## src/rtl/lga_pkg.sv

```systemverilog
// Shared FHP lattice-gas definitions: cell type, bit positions, chirality modes, lane collision rule.
// Latency: none; package only.
// Backpressure: n/a.
package lga_pkg;

    typedef logic [7:0] cell_t;

    localparam int OBST_BIT = 7;
    localparam int REST_BIT = 6;

    // Chirality source selection for lcol_pipe
    localparam int CHIR_PORT = 0;   // per-lane bit taken from in_chir
    localparam int CHIR_LFSR = 1;   // lane i uses LFSR bit i
    localparam int CHIR_ALT  = 2;   // all lanes share a bit that flips per beat

    localparam logic [15:0] LFSR_DEFAULT = 16'hACE1;

    // Collision of one cell. Obstacles bounce every mover to the opposite
    // direction (rotate the 6-bit ring by 3) and keep the rest particle.
    function automatic cell_t lga_collide(input cell_t c, input logic chir);
        cell_t      res;
        logic [6:0] s;
        logic [6:0] n;
        s = c[6:0];
        n = s;
        case (s)
            7'd96:  n = 7'd17;
            7'd17:  n = 7'd96;
            7'd80:  n = 7'd40;
            7'd40:  n = 7'd80;
            7'd72:  n = 7'd20;
            7'd20:  n = 7'd72;
            7'd68:  n = 7'd10;
            7'd10:  n = 7'd68;
            7'd66:  n = 7'd5;
            7'd5:   n = 7'd66;
            7'd65:  n = 7'd34;
            7'd34:  n = 7'd65;
            7'd21:  n = 7'd42;
            7'd42:  n = 7'd21;
            7'd85:  n = 7'd106;
            7'd106: n = 7'd85;
            // Head-on pairs rotate one way or the other depending on chirality
            7'd18:  n = chir ? 7'd36  : 7'd9;
            7'd36:  n = chir ? 7'd9   : 7'd18;
            7'd9:   n = chir ? 7'd18  : 7'd36;
            7'd100: n = chir ? 7'd73  : 7'd82;
            7'd73:  n = chir ? 7'd82  : 7'd100;
            7'd82:  n = chir ? 7'd100 : 7'd73;
            default: n = s;
        endcase
        if (c[OBST_BIT]) begin
            res = {1'b1, c[REST_BIT], c[2:0], c[5:3]};
        end else begin
            res = {1'b0, n};
        end
        return res;
    endfunction

    function automatic logic [2:0] popcnt7(input logic [6:0] v);
        logic [2:0] cnt;
        cnt = 3'd0;
        for (int i = 0; i < 7; i++) begin
            cnt = cnt + {2'b00, v[i]};
        end
        return cnt;
    endfunction

endpackage

```

## src/rtl/lga_lfsr.sv

```systemverilog
// 16-bit Fibonacci LFSR (x^16+x^14+x^13+x^11) supplying per-lane chirality bits.
// Latency: new state visible the cycle after step/load.
// Backpressure: none; steps only when told. Load beats step; a zero seed becomes 16'hACE1.
// Ports: clk, rst_n; i_step advance one state; i_load/i_seed reload; o_bits low OUT_W state bits.
module lga_lfsr
    import lga_pkg::*;
#(
    parameter logic [15:0] SEED  = LFSR_DEFAULT,
    parameter int          OUT_W = 4
) (
    input  logic             clk,
    input  logic             rst_n,
    input  logic             i_step,
    input  logic             i_load,
    input  logic [15:0]      i_seed,
    output logic [OUT_W-1:0] o_bits
);

    // An all-zero LFSR locks up, so a zero seed is never allowed in
    localparam logic [15:0] RST_SEED = (SEED == 16'h0000) ? LFSR_DEFAULT : SEED;

    logic [15:0] r_state;
    logic        w_fb;

    assign w_fb = r_state[0] ^ r_state[2] ^ r_state[3] ^ r_state[5];

    always_ff @(posedge clk or negedge rst_n) begin
        if (!rst_n) begin
            r_state <= RST_SEED;
        end else if (i_load) begin
            r_state <= (i_seed == 16'h0000) ? LFSR_DEFAULT : i_seed;
        end else if (i_step) begin
            r_state <= {w_fb, r_state[15:1]};
        end
    end

    assign o_bits = r_state[OUT_W-1:0];

endmodule

```

## src/rtl/lcol_pipe.sv

```systemverilog
// Multi-lane FHP lattice-gas collision engine, LANES cells per beat, optional conservation checker.
// Latency: 2 cycles (S1 capture, S2 lookup result), 1 beat/cycle throughput.
// Backpressure: single advance enable; stalls hold both stages, in_ready = !out_valid | out_ready.
// Ports: clk/rst_n; in_valid/in_ready/in_cells/in_chir input beat; seed_load/seed_val LFSR reload;
//        out_valid/out_ready/out_cells output beat; err_o sticky conservation error.
// Build option: define LCOL_CONSERVE_CHECK_EN to include the particle/obstacle conservation checker.
module lcol_pipe
    import lga_pkg::*;
#(
    parameter int          LANES     = 4,
    parameter int          CHIR_MODE = 1,
    parameter logic [15:0] LFSR_SEED = 16'hACE1
) (
    input  logic               clk,
    input  logic               rst_n,
    input  logic               in_valid,
    output logic               in_ready,
    input  logic [8*LANES-1:0] in_cells,
    input  logic [LANES-1:0]   in_chir,
    input  logic               seed_load,
    input  logic [15:0]        seed_val,
    output logic               out_valid,
    input  logic               out_ready,
    output logic [8*LANES-1:0] out_cells,
    output logic               err_o
);

    logic               w_adv;
    logic               w_accept;
    logic [LANES-1:0]   w_lfsr_bits;
    logic [LANES-1:0]   w_chir;
    logic [8*LANES-1:0] w_coll;

    logic               r_s1_vld;
    logic [8*LANES-1:0] r_s1_cells;
    logic [LANES-1:0]   r_s1_chir;
    logic               r_out_vld;
    logic [8*LANES-1:0] r_out_cells;
    logic               r_alt;

    assign w_adv    = !r_out_vld || out_ready;
    assign w_accept = in_valid && w_adv;
    assign in_ready = w_adv;

    lga_lfsr #(
        .SEED  (LFSR_SEED),
        .OUT_W (LANES)
    ) u_lfsr (
        .clk    (clk),
        .rst_n  (rst_n),
        .i_step (w_accept),
        .i_load (seed_load),
        .i_seed (seed_val),
        .o_bits (w_lfsr_bits)
    );

    // Chirality is resolved when the beat is accepted, so the LFSR/alt-bit
    // value that goes with a beat is the one current at its acceptance.
    always_comb begin
        w_chir = in_chir;
        case (CHIR_MODE)
            CHIR_LFSR: w_chir = w_lfsr_bits;
            CHIR_ALT:  w_chir = {LANES{r_alt}};
            default:   w_chir = in_chir;
        endcase
    end

    for (genvar g = 0; g < LANES; g++) begin : g_lane
        assign w_coll[8*g +: 8] = lga_collide(r_s1_cells[8*g +: 8], r_s1_chir[g]);
    end

    always_ff @(posedge clk or negedge rst_n) begin
        if (!rst_n) begin
            r_s1_vld    <= 1'b0;
            r_s1_cells  <= '0;
            r_s1_chir   <= '0;
            r_out_vld   <= 1'b0;
            r_out_cells <= '0;
            r_alt       <= 1'b0;
        end else if (w_adv) begin
            r_s1_vld  <= in_valid;
            r_out_vld <= r_s1_vld;
            r_alt     <= r_alt ^ in_valid;
            if (in_valid) begin
                r_s1_cells <= in_cells;
                r_s1_chir  <= w_chir;
            end
            // Bubbles leave the last data in place; only out_valid moves
            if (r_s1_vld) begin
                r_out_cells <= w_coll;
            end
        end
    end

    assign out_valid = r_out_vld;
    assign out_cells = r_out_cells;

`ifdef LCOL_CONSERVE_CHECK_EN
    logic [LANES-1:0] w_lane_bad;
    logic             r_err;

    for (genvar g = 0; g < LANES; g++) begin : g_chk
        assign w_lane_bad[g] =
            (popcnt7(r_s1_cells[8*g +: 7]) != popcnt7(w_coll[8*g +: 7])) ||
            (r_s1_cells[8*g+OBST_BIT] != w_coll[8*g+OBST_BIT]);
    end

    always_ff @(posedge clk or negedge rst_n) begin
        if (!rst_n) begin
            r_err <= 1'b0;
        end else if (w_adv && r_s1_vld && (|w_lane_bad)) begin
            r_err <= 1'b1;
        end
    end

`ifndef SYNTHESIS
    always_ff @(posedge clk) begin
        if (rst_n && w_adv && r_s1_vld) begin
            for (int i = 0; i < LANES; i++) begin
                if (w_lane_bad[i]) begin
                    $error("lcol_pipe: conservation violated on lane %0d", i);
                end
            end
        end
    end
`endif

    assign err_o = r_err;
`else
    assign err_o = 1'b0;
`endif

endmodule

```

## config.mk

```make
export PLATFORM = sky130hd
export DESIGN_NAME = lcol_pipe
export DESIGN_NICKNAME = d
export VERILOG_FILES = /design/src/rtl/lga_pkg.sv /design/src/rtl/lga_lfsr.sv /design/src/rtl/lcol_pipe.sv
export SDC_FILE = /design/constraint.sdc
export NUM_CORES = 1
export LEC_CHECK = 0
export ABC_AREA = 1
export CORE_MARGIN = 2
export CORE_UTILIZATION = 55
export DETAILED_ROUTE_END_ITERATION = 8
export GPL_ROUTABILITY_DRIVEN = 0
export PLACE_DENSITY_LB_ADDON = 0.08
export SYNTH_ARGS = -nofsm -noshare
export SYNTH_HDL_FRONTEND = slang
export SYNTH_SLANG_ARGS = --single-unit
```

## constraint.sdc

```tcl
create_clock -name clk -period 4.4 [get_ports clk]
set_input_delay 0.44 -clock clk [delete_from_list [all_inputs] [get_ports clk]]
set_output_delay 0.44 -clock clk [all_outputs]
set_load 0.005 [all_outputs]
```

# == After elaboration in Yosys (flattened, before gate mapping) ==
# Cells that the tools add are included.
# word_totals
register_bits,86
inputBits,57
output_inout_bits,35
wordCells,139
# classes
n_eq_ne,88
muxes,35
bitwise,3
n_reduce_logical,7
# ops
op,count
case mux 7 bit (22 select lines),4
"== test 7 bit, second input constant",44
"== test 7 x 5 -> 1 bit, second input constant",16
"== test 7 x 6 -> 1 bit, second input constant",16
2-to-1 mux 6 bit,16
"== test 7 x 4 -> 1 bit, second input constant",8
2-to-1 mux 16 bit,3
2-to-1 mux 5 bit,8
2-to-1 mux 8 bit,4
"== test 7 x 3 -> 1 bit, second input constant",4
logical NOT 16 bit,1
AND reduction 2 bit,2
bitwise XOR 1 bit,3
nonzero test 2 bit,1
logical AND 1 bit,1
logical NOT 1 bit,1
logical OR 1 bit,1

# == Longest topological paths before layout ==
# Gate-level depths: netlist (run 1).
# depth
depth_word,5
ltp_mapped,13
depth_no_buf,13

# == Modules after synthesis ==
# Synthesis (run 1) repeated with hierarchy kept, for this count alone.
# hier_totals
hier_cells,937
hier_area_um2,5967.0
# by_module_without_submodules
module,instances,cells_each,area_each_um2
lcol_pipe,1,807,4979.8
lga_lfsr,1,130,987.2

# == Worst setup path before layout (run 1) ==
# No wires, ideal clock.
# synth_timing
path_type,input-to-reg
startpoint,in out_ready
endpoint,reg u_lfsr.r_state[3]
setup_time_ns,0.132
arrival_time_ns,1.430
t_required_ns,4.268
path_slack_ns,2.838
stages,9
n_path_buf,1
path_cell_list,nor2_1 inv_1 nand2_2 inv_2 nor2_1 inv_1 buf_2 o22ai_1 a21oi_1
# synth_via
elab_chain_len,3
# synth_lines
element,line_no,text
"start, declared",lcol_pipe.sv:23,"input logic out_ready,"
logical OR 1 bit,lcol_pipe.sv:41,assign w_adv = !r_out_vld || out_ready;
via in_ready,lcol_pipe.sv:17,"output logic in_ready,"
logical AND 1 bit,lcol_pipe.sv:42,assign w_accept = in_valid && w_adv;
nonzero test 2 bit (no source line),n/a,
"end signal, assigned",lga_lfsr.sv:31,r_state <= (i_seed == 16'h0000) ? LFSR_DEFAULT : i_seed;
"end signal, assigned",lga_lfsr.sv:33,"r_state <= {w_fb, r_state[15:1]};"
"end, declared",lga_lfsr.sv:22,logic [15:0] r_state;
# The timed path passes the listed nets, and every way through them passes these cells.
# A chain may end at the register's enable or synchronous reset.

# == Final worst setup path (run 1) ==
# layout_timing
startpoint,in out_ready
endpoint,"reg r_out_cells[4], in the netlist out_cells[4]"
# layout_via
elab_chain_len,2
# layout_lines
element,line_no,text
logical OR 1 bit,lcol_pipe.sv:41,
AND reduction 2 bit (no source line),n/a,
"end signal, assigned",lcol_pipe.sv:90,r_out_cells <= w_coll;
"end, declared",lcol_pipe.sv:38,logic [8*LANES-1:0] r_out_cells;
# No other way between the ends.

==> results of run 1 <==
-- cells in the mapped netlist --
cell	count	area, µm²
nand2_1	246	923
nor2_1	173	649
dfrtp_1	78	1950
o21ai_0	71	355
nand3_1	69	345
inv_1	56	210
a21oi_1	37	185
inv_2	20	75.1
nand4_1	14	87.6
clkbuf_1	13	48.8
nor3_1	13	65.1
nor2_2	10	62.6
dfstp_2	8	210
o21ai_1	8	40.0
nand2_2	7	43.8
nor4_1	7	43.8
o31ai_1	7	52.6
o221ai_1	6	52.6
nor2_4	5	56.3
a21oi_2	4	35.0
clkinv_1	4	15.0
nand2_4	3	33.8
o211ai_1	3	22.5
o22ai_1	3	18.8
xnor2_1	3	26.3
a221oi_1	2	17.5
a31oi_1	2	12.5
buf_2	2	10.0
a211oi_1	1	7.51
buf_1	1	3.75
buf_4	1	7.51
conb_1	1	3.75
nand3_2	1	10.0
nand3b_1	1	7.51
o21bai_1	1	7.51
-- final timing paths --
| check | slack, ns | cells past startpoint | endpoint | startpoint |
|---|---|---|---|---|
| worst max-delay path | 2.05 | 8 | out_cells[4] | out_ready |
| worst max register to register | 2.15 | 8 | out_cells[4] | out_valid |
| min in group clk | 0.48 | 2 | out_valid | r_s1_vld |
| max in group asynchronous | 3.44 | 2 | r_s1_cells[20] | rst_n |
| worst min-delay path | 0.12 | 1 | out_cells[5] | rst_n |
| worst min register to register | 0.48 | 2 | out_valid | r_s1_vld |
-- routing by layer --
layer / vias up / GRT usage
met5: - / 0
met4: 0 / 0.108
li1: 3054 / -
met1: 2878 / 0.407
met2: 319 / 0.458
met3: 54 / 0.0414
-- power by group --
part | internal [µW] | switching (µW)
registers | 991 | 165
logic | 522 | 668
clock network | 293 | 279
-- layout make-up --
cell class	instances	area, µm²	share of cell area
Multi-Input combinational cell	698	3170	0.460
Sequential cell	86	2160	0.314
Timing Repair Buffer	89	881	0.128
Inverter	80	300	0.0436
Tap cell	136	170	0.0247
Clock buffer	13	159	0.0231
Clock inverter	3	42.5	0.00618
-- flip-flops by register name, indices dropped and copies added (netlist names) --
register / cells
r_s1_chir: 4
r_s1_cells: 32
out_cells: 32
r_s1_vld: 1
u_lfsr.r_state: 16
out_valid: 1
-- placed cells by master, fill, tap and decap left out, drive strengths merged, types with 4 or more instances in the layout --
| cell type | n |
|---|---|
| nand2 | 256 |
| nor2 | 188 |
| clkdlybuf4s50 | 85 |
| o21ai | 79 |
| dfrtp | 78 |
| inv | 76 |
| nand3 | 70 |
| a21oi | 41 |
| nand4 | 14 |
| nor3 | 13 |
| clkbuf | 13 |
| dfstp | 8 |
| nor4 | 7 |
| o31ai | 7 |
| o221ai | 6 |
| clkinv | 5 |
| buf | 4 |
-- critical path, delay by kind of cell --
kind	cells	cell delay, ns
buffers and inverters	3	1.55
AND/OR/NAND/NOR	4	0.45
AO/OA/AOI/OAI	1	0.14
-- metrics by stage --
step                       util  worst slack (ns)  instance area, µm²  cells  power [µW]
after global placement    0.656              1.75                6680   1089        2320
after global routing      0.676              1.84                6880   1105        3130
after CTS                 0.676              2.08                6880   1105        2920
after detailed placement  0.656              1.68                6680   1089        2340
final                     0.676              2.05                6880   1105        2920
after floorplan               -              2.84                5700    881        1820
-- cells by family (layout without fill, tap and decap cells) --
logic type / Yosys count / in the layout
AO/OA/AOI/OAI: 145 / 145
XOR/XNOR: 3 / 3
buffers and inverters: 97 / 185
flip-flops: 86 / 86
other: 1 / 1
AND/OR/NAND/NOR: 549 / 549
==> results.json, run 1 <==
{
  "critPathSlowestCell": "inv_1",
  "port-buffer-count": 86,
  "finalWirelength_um": 15600,
  "cts_tree": "yes",
  "critPathCaptureType": "flip-flop",
  "fmax_mhz": 425,
  "worst_path_most_repeated_cell": "nor2_1",
  "synth-xor-area-share": 0.00461,
  "syn_inst": 881,
  "grt_max_degree": 72,
  "synthesis.area_mm2": 0.00570,
  "track_usage": 0.290,
  "skew_ns": 0.00723,
  "holdBufCountCts": 0,
  "worstPathRequired_ns": 4.66,
  "vdd_ir_drop_max_mv": 0.245,
  "die_w_um": 106,
  "yosys_warnings": 0,
  "setup_viol": 0,
  "drt-wirelength-per-cell_um": 14.1,
  "whs_ns": 0.120,
  "grt_pass1_wl_um": 26300,
  "drt-initial-drc-count": 532,
  "clockBufferDepth": 2,
  "maxCapViolations": 0,
  "cts_buffers": 9,
  "critPathKind": "input pin to flip-flop",
  "dr.pass1.iters": 7,
  "synth-adder-area-share": 0,
  "post_cts_resize_count": 0,
  "synth_compound_area_frac": 0.142,
  "drive_gt1_frac": 0.0795,
  "hold_viol_final": 0,
  "clock_latency_ns": 0.37,
  "cts_setup_buffers": 0,
  "drc_errors": 0,
  "core_mm2": 0.0102,
  "cts-root-buf": "clkbuf_8",
  "nFillCells": 902,
  "antenna_found_initial": 0,
  "gr-total-overflow": 0,
  "die_h_um": 106,
  "cts-htree-levels": 3,
  "avgSynthCellArea_um2": 6.47,
  "synth_simple_gate_area_frac": 0.409,
  "synth_mux_area_frac": 0,
  "synthesis.nets": 938,
  "wl_met3_um": 1190,
  "cp_max_fo": 38,
  "slew_viol_final": 0,
  "path_cells": "clkdlybuf4s50_1, nor2_1, nor2_2, buf_4, inv_1, nor2_1, o21ai_0, nand2_1",
  "post-route-min-period_ns": 2.35,
  "met1_length_um": 6960,
  "viasPerCell": 5.71,
  "cellPowerDensity_mw_per_mm2": 424,
  "cp.arrival_ns": 2.61,
  "start_util": 0.559,
  "cts.sinks": 86,
  "rsz0062_at_grt": "no",
  "yosys.cell_types.count": 35,
  "tns_ns": 0,
  "startpoint_type": "input pin",
  "core.rowCount": 37,
  "ioPinCount": 92,
  "dieArea_mm2": 0.0112,
  "clkTransAtPathRegs_ns": 0.08,
  "critPathMaxStageDelay_ns": 0.93,
  "fin_crit_sh": 0.534,
  "synth_seq_cells": 86,
  "max_slew_margin": 0.179,
  "num_antenna_cells": 0,
  "status": "complete, no violations",
  "top_layer": "met4",
  "ys_seq_area_frac": 0.379,
  "wl_met2_um": 7020,
  "antenna_left": 0,
  "routed-via-count": 6305,
  "tightest_slew_ns": 1.23,
  "grt_pass1_vias": 5721,
  "nets": 1021,
  "dp_hpwl_um": 11700,
  "synth_top_family_by_area": "simple AND/OR/NAND/NOR gates",
  "leakage_uw": 0.00325,
  "hold_class": "input pin to asynchronous set/reset pin",
  "syn_to_final_growth_pct": 20.8
}
No activity file was read; power rests on OpenSTA's default activity.
==> run 2: changes to the inputs <==
--- a/config.mk
+++ b/config.mk
@@ -7,7 +7,7 @@
 export LEC_CHECK = 0
 export ABC_AREA = 1
 export CORE_MARGIN = 2
-export CORE_UTILIZATION = 55
+export CORE_UTILIZATION = 49
 export DETAILED_ROUTE_END_ITERATION = 8
 export GPL_ROUTABILITY_DRIVEN = 0
 export PLACE_DENSITY_LB_ADDON = 0.08
==> constraint.sdc (replaced) <==
create_clock -name clk -period 2.1 [get_ports clk]
set_input_delay 0.21 -clock clk [delete_from_list [all_inputs] [get_ports clk]]
set_output_delay 0.21 -clock clk [all_outputs]
set_load 0.005 [all_outputs]
==> results.json, run 2 (same netlist as run 1, synthesis figures left out) <==
{
  "track_usage": 0.260,
  "dr.pass1.iters": 5,
  "routed-via-count": 6184,
  "die_w_um": 112,
  "tightest_slew_ns": 0.523,
  "num_antenna_cells": 0,
  "viasPerCell": 5.51,
  "core_mm2": 0.0114,
  "fin_crit_sh": 0.906,
  "final_common_cell": "nand2_1",
  "vdd_ir_drop_max_mv": 0.672,
  "path_buf_inv": 2,
  "antenna_found_initial": 0,
  "grt_pass1_wl_um": 26700,
  "dp_slack_ns": 0.243,
  "die_h_um": 112,
  "rsz0062_at_grt": "no",
  "critPathMaxStageDelay_ns": 0.39,
  "clock_latency_ns": 0.34,
  "start_util": 0.501,
  "status": "complete, no violations",
  "setup_viol": 0,
  "skew_ns": 0.00601,
  "nFillCells": 1050,
  "cts_tree": "yes",
  "startpoint_type": "flip-flop",
  "cts.sinks": 86,
  "cts-root-buf": "clkbuf_16",
  "final-instance-count-excl-fill": 1122,
  "whs_ns": 0.385,
  "cp_max_fo": 9,
  "cts-htree-levels": 3,
  "dieArea_mm2": 0.0125,
  "post-route-min-period_ns": 1.90,
  "syn_to_final_growth_pct": 23.6,
  "gr-total-overflow": 0,
  "dp.cells": 1106,
  "fin_util": 0.620,
  "grt_pass1_vias": 5612,
  "slew_viol_final": 0,
  "final_cell_mix": "nand2_1 (246), nor2_1 (172), clkdlybuf4s50_1 (85), dfrtp_1 (78), o21ai_0 (71)",
  "hold_viol_final": 0,
  "drc_errors": 0,
  "dp_hpwl_um": 12000,
  "port-buffer-count": 86,
  "drt-initial-drc-count": 557,
  "antenna_left": 0,
  "path_cells": "inv_1, nand2_1, nor2_2, inv_1, nor2_2, nor2_1, nand2_1, nor2_2, nand2_4, nor2_1, o21ai_1, nand2_1",
  "ioPinCount": 92,
  "nets": 1032,
  "clkTransAtPathRegs_ns": 0.06,
  "finalWirelength_um": 15700,
  "leakage_uw": 0.00334,
  "drive_gt1_frac": 0.0868,
  "clockBufferDepth": 2,
  "cp_top_family": "simple AND/OR/NAND/NOR gates",
  "fin_ws_ns": 0.198,
  "critPathSlowestCell": "dfrtp_1",
  "tns_ns": 0,
  "critPathCaptureType": "flip-flop",
  "worstPathRequired_ns": 2.33,
  "cp.arrival_ns": 2.13,
  "drt-wirelength-per-cell_um": 14.0,
  "critPathKind": "flip-flop to flip-flop",
  "cts_buffers": 9,
  "maxCapViolations": 0,
  "hold_class": "input pin to asynchronous set/reset pin",
  "core.rowCount": 39,
  "fmax_mhz": 526,
  "cellPowerDensity_mw_per_mm2": 910,
  "grt_max_degree": 43,
  "max_slew_margin": 0.651
}
## run 2: cell types whose count changed in the layout (fill, tap and decap cells not counted), sizes merged
cell and delta:
bufinv -1, clkbuf +1, dlygate4sd3 +1, buf +10, clkinvlp -1
## run 2: final cells by class
type,instances,area (µm²),share of cell area
clock buffer,14,264,0.0375
multi-input combinational,698,3170,0.450
sequential,86,2160,0.307
inverter,80,300,0.0426
clock inverter,1,5.00,0.000710
tap,143,179,0.0254
timing repair buffer,100,966,0.137
## run 2: metal layers
metal / global-route usage / vias to the layer above / routed length [µm]
met3: 0.0528 / 22 / 1350
li1: - / 3082 / -
met5: 0 / - / 0
met1: 0.366 / 2762 / 7090
met4: 0.0864 / 0 / 292
met2: 0.403 / 318 / 6970
## run 2: where the power goes
part / switching (µW) / total (µW) / leakage (µW) / internal [µW]
combinational: 1390 / 2510 / 0.00218 / 1120
clock: 627 / 1490 / 0.000133 / 859
sequential: 336 / 2420 / 0.00102 / 2080
## run 2: metrics by stage
| step | total power [µW] | cell area [µm²] |
|---|---|---|
| 2_1_floorplan | 3820 | 5700 |
| 4_1_cts | 6440 | 7040 |
| 6_report | 6410 | 7040 |
| 3_3_place_gp | 4910 | 6770 |
| 5_1_grt | 6870 | 7040 |
| 3_5_place_dp | 4930 | 6770 |
## run 2: path summary, 6_finish.rpt
| kind | from | endpoint | slack [ns] | cells after the start |
|---|---|---|---|---|
| hold / removal | rst_n | r_s1_cells[3] | 0.39 | 2 |
| hold reg to reg | u_lfsr.r_state[15] | u_lfsr.r_state[15] | 0.47 | 2 |
| min in group clk | in_cells[22] | r_s1_cells[22] | 0.43 | 3 |
| setup reg to reg | r_s1_cells[9] | out_cells[13] | 0.20 | 12 |
| max in group asynchronous | rst_n | u_lfsr.r_state[7] | 1.03 | 3 |
| setup / recovery | r_s1_cells[9] | out_cells[13] | 0.20 | 12 |
## run 2: timing repair
| item | 4_1_cts | 5_1_grt |
|---|---|---|
| setup endpoints to repair | 0 | 0 |
| buffers inserted | 0 | 0 |
| hold endpoints to repair | 37 | 0 |
| hold buffers | 1 | 0 |
| resized for setup | 0 | 0 |
==> run 3: changes to the inputs <==
--- a/config.mk
+++ b/config.mk
@@ -6,7 +6,7 @@
 export NUM_CORES = 1
 export LEC_CHECK = 0
 export ABC_AREA = 1
-export CORE_MARGIN = 2
+export CORE_MARGIN = 10
 export CORE_UTILIZATION = 49
 export DETAILED_ROUTE_END_ITERATION = 8
 export GPL_ROUTABILITY_DRIVEN = 0
==> results.json, run 3 (same netlist as run 1, synthesis figures left out) <==
{
  "status": "complete, no violations",
  "place_area_mm2": 0.00676,
  "setup_viol": 0,
  "path_cells": "inv_1, nor2_1, nand2_1, nor2_1, nor2_1, nand3_1, nor2_4, nand2_4, nand2_1, nand2_1, nand3_1, nand2_1",
  "vdd_ir_drop_max_mv": 0.724,
  "leakage_uw": 0.00333,
  "final_cell_mix": "nand2_1 (246), nor2_1 (172), clkdlybuf4s50_1 (85), dfrtp_1 (78), o21ai_0 (71)",
  "fin_ws_ns": 0.211,
  "die_h_um": 128,
  "critPathCaptureType": "flip-flop",
  "gr-total-overflow": 0,
  "slew_viol_final": 0,
  "tns_ns": 0,
  "grt_max_degree": 56,
  "drt-initial-drc-count": 609,
  "drc_errors": 0,
  "startpoint_type": "flip-flop",
  "drive_gt1_frac": 0.0880,
  "clkTransAtPathRegs_ns": 0.06,
  "num_antenna_cells": 0,
  "cts_tree": "yes",
  "clockBufferDepth": 2,
  "die_w_um": 128,
  "routed-via-count": 6096,
  "track_usage": 0.197,
  "final_common_cell": "nand2_1",
  "drt-wirelength-per-cell_um": 14.4,
  "rr_worst_depth": 12,
  "antenna_found_initial": 0,
  "final-instance-count-excl-fill": 1120,
  "post-route-min-period_ns": 1.89,
  "whs_ns": 0.252,
  "core_mm2": 0.0114,
  "critPathSlowestCell": "dfrtp_1",
  "fin_area_mm2": 0.00705,
  "worst_path_most_repeated_cell": "nand2_1",
  "cts_buffers": 9,
  "dp_slack_ns": 0.228,
  "maxCapViolations": 0,
  "finalWirelength_um": 16100,
  "hold_viol_final": 0,
  "dr.pass1.iters": 5,
  "start_util": 0.499,
  "worstPathRequired_ns": 2.33,
  "antenna_left": 0,
  "syn_to_final_growth_pct": 23.7,
  "cp_max_fo": 9,
  "skew_ns": 0.00629,
  "grt_pass1_vias": 5554,
  "port-buffer-count": 86,
  "ioPinCount": 92,
  "cts-root-buf": "clkbuf_16",
  "viasPerCell": 5.44,
  "critPathMaxStageDelay_ns": 0.40,
  "r2r_slack_ns": 0.21,
  "cellPowerDensity_mw_per_mm2": 911,
  "hold_class": "input pin to asynchronous set/reset pin",
  "grt_pass1_wl_um": 26900,
  "cts.sinks": 86,
  "fin_crit_sh": 0.899,
  "cp.arrival_ns": 2.12,
  "cts-htree-levels": 3,
  "nets": 1030,
  "dp.cells": 1104,
  "fmax_mhz": 529,
  "core.rowCount": 39,
  "clock_latency_ns": 0.34,
  "dieArea_mm2": 0.0163,
  "dp_hpwl_um": 12500,
  "rsz0062_at_grt": "no",
  "critPathKind": "flip-flop to flip-flop"
}
## run 3: cell types whose count changed in the layout (fill, tap and decap cells not counted)
cell        change
buf_4           -3
clkbuf_1        -3
clkinv_2        +2
buf_12          +1
clkinvlp_4      +1
## run 3: metrics by stage
step           utilization  total power [µW]
2_1_floorplan            -              3820
3_3_place_gp         0.592              4930
3_5_place_dp         0.592              4950
4_1_cts              0.617              6480
5_1_grt              0.617              6900
6_report             0.617              6420
## run 3: worst paths after layout
kind	startpoint	end
max in group asynchronous	rst_n	u_lfsr.r_state[0]
min in group clk	in_cells[30]	r_s1_cells[30]
min reg2reg	u_lfsr.r_state[15]	u_lfsr.r_state[15]
min	rst_n	out_cells[11]
max	r_s1_cells[9]	out_cells[14]
max reg2reg	r_s1_cells[9]	out_cells[14]
## run 3: cell type report
type                    count  area [µm²]
repair buffers             98         963
clock buffers              11         253
flip-flops and latches     86        2160
fillers                  1112        4370
inverters                  80         300
multi-input cells         698        3170
well taps                 143         179
clock inverters             4        22.5
## run 3: routing by layer
| layer | routed length (µm) | GRT usage | vias up |
|---|---|---|---|
| li1 | - | - | 3062 |
| met1 | 7340 | 0.269 | 2763 |
| met2 | 7210 | 0.306 | 254 |
| met3 | 1370 | 0.0513 | 17 |
| met4 | 192 | 0.0477 | 0 |
| met5 | 0 | 0 | - |
## run 3: what timing repair did
item,CTS,global route
hold buffers,1,0
gates resized for setup,0,0
buffers inserted,0,0
endpoints found under the setup margin,0,0
endpoints found under the hold margin,11,0
## run 3: critical path, delay by kind of cell (launching register included)
kind / cells / cell delay, ns
flip-flops: 1 / 0.40
AND/OR/NAND/NOR: 11 / 1.14
buffers and inverters: 1 / 0.22
## run 3: report_power, final
part	leakage (µW)	total [µW]	switching, µW	internal (µW)
Combinational	0.00218	2520	1410	1120
Clock	0.000137	1490	642	853
Sequential	0.00102	2410	325	2080
Total	0.00333	6420	2370	4050
==> RTL edit 1: new RTL, config.mk and constraints of run 1 <==
The parameter `LANES` goes from 4 to 8.
--- a/src/rtl/lcol_pipe.sv
+++ b/src/rtl/lcol_pipe.sv
@@ -7,7 +7,7 @@
 module lcol_pipe
     import lga_pkg::*;
 #(
-    parameter int          LANES     = 4,
+    parameter int          LANES     = 8,
     parameter int          CHIR_MODE = 1,
     parameter logic [15:0] LFSR_SEED = 16'hACE1
 ) (
Interface: changed (resized in_cells, in_chir and out_cells); port bits go from 92 to 160. The function was not compared with the original's and may differ.
==> RTL edit 1 against run 1 <==
  * Sequential share of layout area fell by 1.3 points
  * Cell count up 87%
  * Core utilization increased by 1.1 points
  * Die area grew 80%
  * Count of clock-buffer cells in the layout up 8
  * Design area increased by 87%
  * Power rose by 110%
  * Clock power rose to 3.0 times the old value
  * Hold slack lost 0.054 ns
  * Setup slack got worse by 0.32 ns
  * Sequential cell count increased by 68
  * Routed wire length grew 93%
  * Synthesized cell count rose by 90%
  * Area after synthesis grew 84%
==> RTL edit 1: results (changes against run 1) <==
INFO  metric maxSlewHeadroom = 40.5% (was 17.9%)
INFO  metric vdd_drop_max = 0.267 mV (was 0.245 mV)
INFO  metric hold-worst-slack = 0.0658 ns (was 0.120 ns)
INFO  metric cts_root_buf = sky130_fd_sc_hd__clkbuf_16 (was sky130_fd_sc_hd__clkbuf_8)
INFO  metric clock_latency = 0.43 ns (was 0.37 ns)
INFO  metric pre_cts_slack = 1.29 ns (was 1.68 ns)
INFO  metric overall_global_routing_resource_usage = 30.4% (was 29.0%)
INFO  metric cts.reportedPaths.clkPinSlew = 0.06 ns (was 0.08 ns)
INFO  metric reg2reg_setup_slack = 1.77 ns (was 2.15 ns)
INFO  metric grt_start_max_net_pins = 95 (was 72)
INFO  metric placed_cell_area = 12200 um2 (was 6680 um2)
INFO  metric critPathMaxStageDelay = 0.69 ns (was 0.93 ns)
INFO  metric grt_pass1_wl = 50300 um (was 26300 um)
INFO  metric run_status = complete, no violations (unchanged)
INFO  metric post_synth_num_cell_types = 36 (was 35)
INFO  metric fraction_of_layout_cells_with_a_size_suffix_above_1 = 6.07% (was 7.95%)
INFO  metric worst_clock_skew = 0.00909 ns (was 0.00723 ns)
INFO  metric crit_path_max_fanout = 90 (was 38)
INFO  metric via_count_of_the_first_global_routing_pass = 11000 (was 5721)
INFO  metric clock_tree.htree_level_count = 4 (was 3)
INFO  metric synth.yosys.seq_area_share = 36.9% (was 37.9%)
INFO  metric cellLeakagePower = 6.12 nW (was 3.25 nW)
INFO  metric count_of_nets_after_finishing = 1909 (was 1021)
INFO  metric synth.avg_cell_area = 6.24 um2 (was 6.47 um2)
INFO  metric io_buffer_count = 150 (was 86)
INFO  metric route.vias.total = 11800 (was 6305)
INFO  metric route.final.wire_length = 30000 um (was 15600 um)
## RTL edit 1: cell count changes after synthesis, sizes merged, moves of 13 or more
cell / delta
a21oi: +17
clkbuf: +16
dfrtp: +68
inv: +46
nand2: +252
nand3: +67
nor2: +192
nor3: +13
o21ai: +87
## RTL edit 1: cells by family after synthesis
group / count (synthesis) / share of synthesized area, %
xor gates and xnor gates: 3 / 0.251
AOI/OAI and AO/OA: 264 / 13.6
DFF: 154 / 36.9
other: 1 / 0.0358
and+or+nand+nor: 1091 / 43.1
buffers and inverters: 164 / 6.08
## RTL edit 1: how the worst max path moves through the flow
stage,to,slack [ns],cells past startpoint
2_1_floorplan,out_cells[53]$_DFFE_PN0P_,2.79,12
3_3_place_gp,u_lfsr.r_state[3]$_DFFE_PN0P_,1.35,8
3_5_place_dp,u_lfsr.r_state[3]$_DFFE_PN0P_,1.29,8
4_1_cts,u_lfsr.r_state[3]$_DFFE_PN0P_,1.71,8
5_1_grt,u_lfsr.r_state[3]$_DFFE_PN0P_,1.43,8
6_report,u_lfsr.r_state[3]$_DFFE_PN0P_,1.73,8
## RTL edit 1: area by class of cell
cell class,instances,area (um2)
inverter,128,483
multi-input combinational,1359,5970
sequential,154,3860
clock inverter,11,215
clock buffer,21,470
tap,234,293
fill,1693,5860
timing repair buffer,156,1550
## RTL edit 1: metal layers
metal,wire [um],vias to the layer above,track usage (%)
li1,-,5745,-
met5,0,-,0
met2,13700,606,50.4
met3,2410,92,4.91
met1,13100,5400,40.9
met4,784,0,10.2
## RTL edit 1: where the power goes
| part | internal [W] | switching, W |
|---|---|---|
| clock network | 0.00111 | 0.000594 |
| logic | 0.000976 | 0.00127 |
| registers | 0.00179 | 0.000307 |
| total | 0.00388 | 0.00217 |
==> RTL edit 2: new RTL, flow settings as in run 1 <==
Made on the original files. Set the parameter `CHIR_MODE` to 0 (it was 1).
--- a/src/rtl/lcol_pipe.sv
+++ b/src/rtl/lcol_pipe.sv
@@ -8,7 +8,7 @@
     import lga_pkg::*;
 #(
     parameter int          LANES     = 4,
-    parameter int          CHIR_MODE = 1,
+    parameter int          CHIR_MODE = 0,
     parameter logic [15:0] LFSR_SEED = 16'hACE1
 ) (
     input  logic               clk,
Behaviour: not the same (a bounded check fails within 4 cycles, from zero or initial values and one cycle with rst_n low).
==> RTL edit 2 against run 1 <==
  * Sequential cell count shrank 16
  * Hold slack gained 0.013 ns
  * Non-clock buffer count down 13
  * Design area fell by 13%
  * Area after synthesis down 13%
  * Critical endpoint is now out_cells[21]$_DFFE_PN0P_
  * Power fell by 18%
  * Routed wire length down 7.4%
  * Synthesized cell count fell by 8.6%
  * Core utilization rose by 0.98 points
  * Via count down 9.0%
  * Largest cell class unchanged
  * Setup slack got worse by 0.0081 ns
  * Critical path type unchanged
  * First-iteration DRC count fell by 26%
==> RTL edit 2: results (changes against run 1) <==
INFO  metric synth.area.top_cells = sky130_fd_sc_hd__dfrtp_1 (35%), sky130_fd_sc_hd__nand2_1 (16%), sky130_fd_sc_hd__nor2_1 (15%), sky130_fd_sc_hd__nand3_1 (6.7%), sky130_fd_sc_hd__a21oi_1 (5.6%) (was sky130_fd_sc_hd__dfrtp_1 (34%), sky130_fd_sc_hd__nand2_1 (16%), sky130_fd_sc_hd__nor2_1 (11%), sky130_fd_sc_hd__o21ai_0 (6.2%), sky130_fd_sc_hd__nand3_1 (6.1%))
INFO  metric detail_route.vias_per_cell = 5.80 (was 5.71)
INFO  metric synth.yosys.seq_area_share = 35.2% (was 37.9%)
INFO  metric post_synth_num_cell_types = 27 (was 35)
INFO  metric crit_path_max_fanout = 33 (was 38)
INFO  metric comb_power_share = 37.3% (was 40.8%)
INFO  metric worst_clock_skew = 0.0118 ns (was 0.00723 ns)
INFO  metric wl_per_cell = 14.6 um (was 14.1 um)
INFO  metric reg2reg_setup_slack = 2.18 ns (was 2.15 ns)
INFO  metric run_status = complete, no violations (unchanged)
INFO  metric placed_cell_area = 5800 um2 (was 6680 um2)
INFO  metric clock.fmax = 0.424 GHz (was 0.425 GHz)
INFO  metric power.share.sequential = 39.9% (was 39.6%)
INFO  metric num-fill-cells = 760 (was 902)
INFO  metric post-dp-hpwl = 10700 um (was 11700 um)
INFO  metric overall_global_routing_resource_usage = 30.3% (was 29.0%)
INFO  metric fraction_of_layout_cells_with_a_size_suffix_above_1 = 8.51% (was 7.95%)
INFO  metric dr.pass1.iters = 5 (was 7)
INFO  metric clock_latency = 0.35 ns (was 0.37 ns)
INFO  metric via_count_of_the_first_global_routing_pass = 5466 (was 5721)
INFO  metric critPathMaxStageDelay = 0.77 ns (was 0.93 ns)
INFO  metric synthesis.nets = 862 (was 938)
INFO  metric pre_cts_slack = 1.71 ns (was 1.68 ns)
INFO  metric data_arrival_time_of_the_worst_path = 2.58 ns (was 2.61 ns)
INFO  metric drtIter0Drc = 392 (was 532)
INFO  metric vdd_drop_max = 0.205 mV (was 0.245 mV)
INFO  metric area_growth_synth_to_finish = 20.8% (about the same)
INFO  metric grt_pass1_wl = 24400 um (was 26300 um)
INFO  metric clkSinkCount = 70 (was 86)
INFO  metric cellLeakagePower = 2.82 nW (was 3.25 nW)
==> RTL edit 2: changes by cell type in the layout (fill, tap and decap cells not counted), moves of 8 or more <==
cell / run 1 / this run
sky130_fd_sc_hd__dfrtp_1: 78 / 70
sky130_fd_sc_hd__clkdlybuf4s50_1: 85 / 72
sky130_fd_sc_hd__inv_1: 56 / 43
sky130_fd_sc_hd__a21oi_1: 37 / 56
sky130_fd_sc_hd__o21ai_0: 71 / 34
sky130_fd_sc_hd__nand2_1: 246 / 209
sky130_fd_sc_hd__nor2_1: 172 / 196
sky130_fd_sc_hd__dfstp_2: 8 / 0
==> RTL edit 2: area by class of cell <==
type	instances	share of cell area (%)
multi-input combinational	653	48.5
sequential	70	29.2
timing repair buffer	76	12.5
inverter	66	4.12
clock buffer	12	2.58
tap	108	2.25
clock inverter	4	0.916
==> RTL edit 2: worst reg2reg max path, stage by stage (launching register included) <==
cell	delay (ns)
sky130_fd_sc_hd__dfrtp_1	0.35
sky130_fd_sc_hd__inv_1	0.04
sky130_fd_sc_hd__nor2_1	0.15
sky130_fd_sc_hd__nor2_2	0.05
sky130_fd_sc_hd__buf_4	0.24
sky130_fd_sc_hd__inv_1	0.78
sky130_fd_sc_hd__nor2_1	0.23
sky130_fd_sc_hd__o21ai_0	0.19
sky130_fd_sc_hd__nand2_1	0.09
==> RTL edit 2: kinds of logic (layout without fill, tap and decap cells) <==
kind of cell	count (synthesis)	after routing	share of synthesized area [%]
AOI/OAI and AO/OA	117	117	12.8
buffers and inverters	82	158	6.26
DFF	70	70	35.2
other	1	1	0.0754
and+or+nand+nor	535	535	45.7
==> RTL edit 2: layer usage <==
layer	vias to the layer above	wire [um]	track usage [%]
li1	2748	-	-
met1	2553	5730	38.6
met2	363	6840	51.3
met3	72	1260	5.20
met4	0	568	12.1
met5	-	0	0
==> RTL edit 2: through the flow <==
step	utilization, %	cells	power, W
after global placement	66.2	973	0.00183
after floorplan	-	805	0.00142
final	68.6	989	0.00240
after global routing	68.6	989	0.00257
after CTS	68.6	989	0.00241
after detailed placement	66.2	973	0.00185
==> RTL edit 2: worst paths after layout <==
path,from,to,cells after the start
setup reg to reg,out_valid$_DFFE_PN0N_,out_cells[21]$_DFFE_PN0P_,8
max in group asynchronous,rst_n,r_s1_cells[6]$_DFFE_PN0P_,2
hold reg to reg,r_s1_vld$_DFFE_PN0N_,out_valid$_DFFE_PN0N_,2
setup / recovery,out_ready,out_cells[21]$_DFFE_PN0P_,8
hold / removal,rst_n,r_s1_chir[3]$_DFFE_PN0P_,1
min in group clk,r_s1_vld$_DFFE_PN0N_,out_valid$_DFFE_PN0N_,2
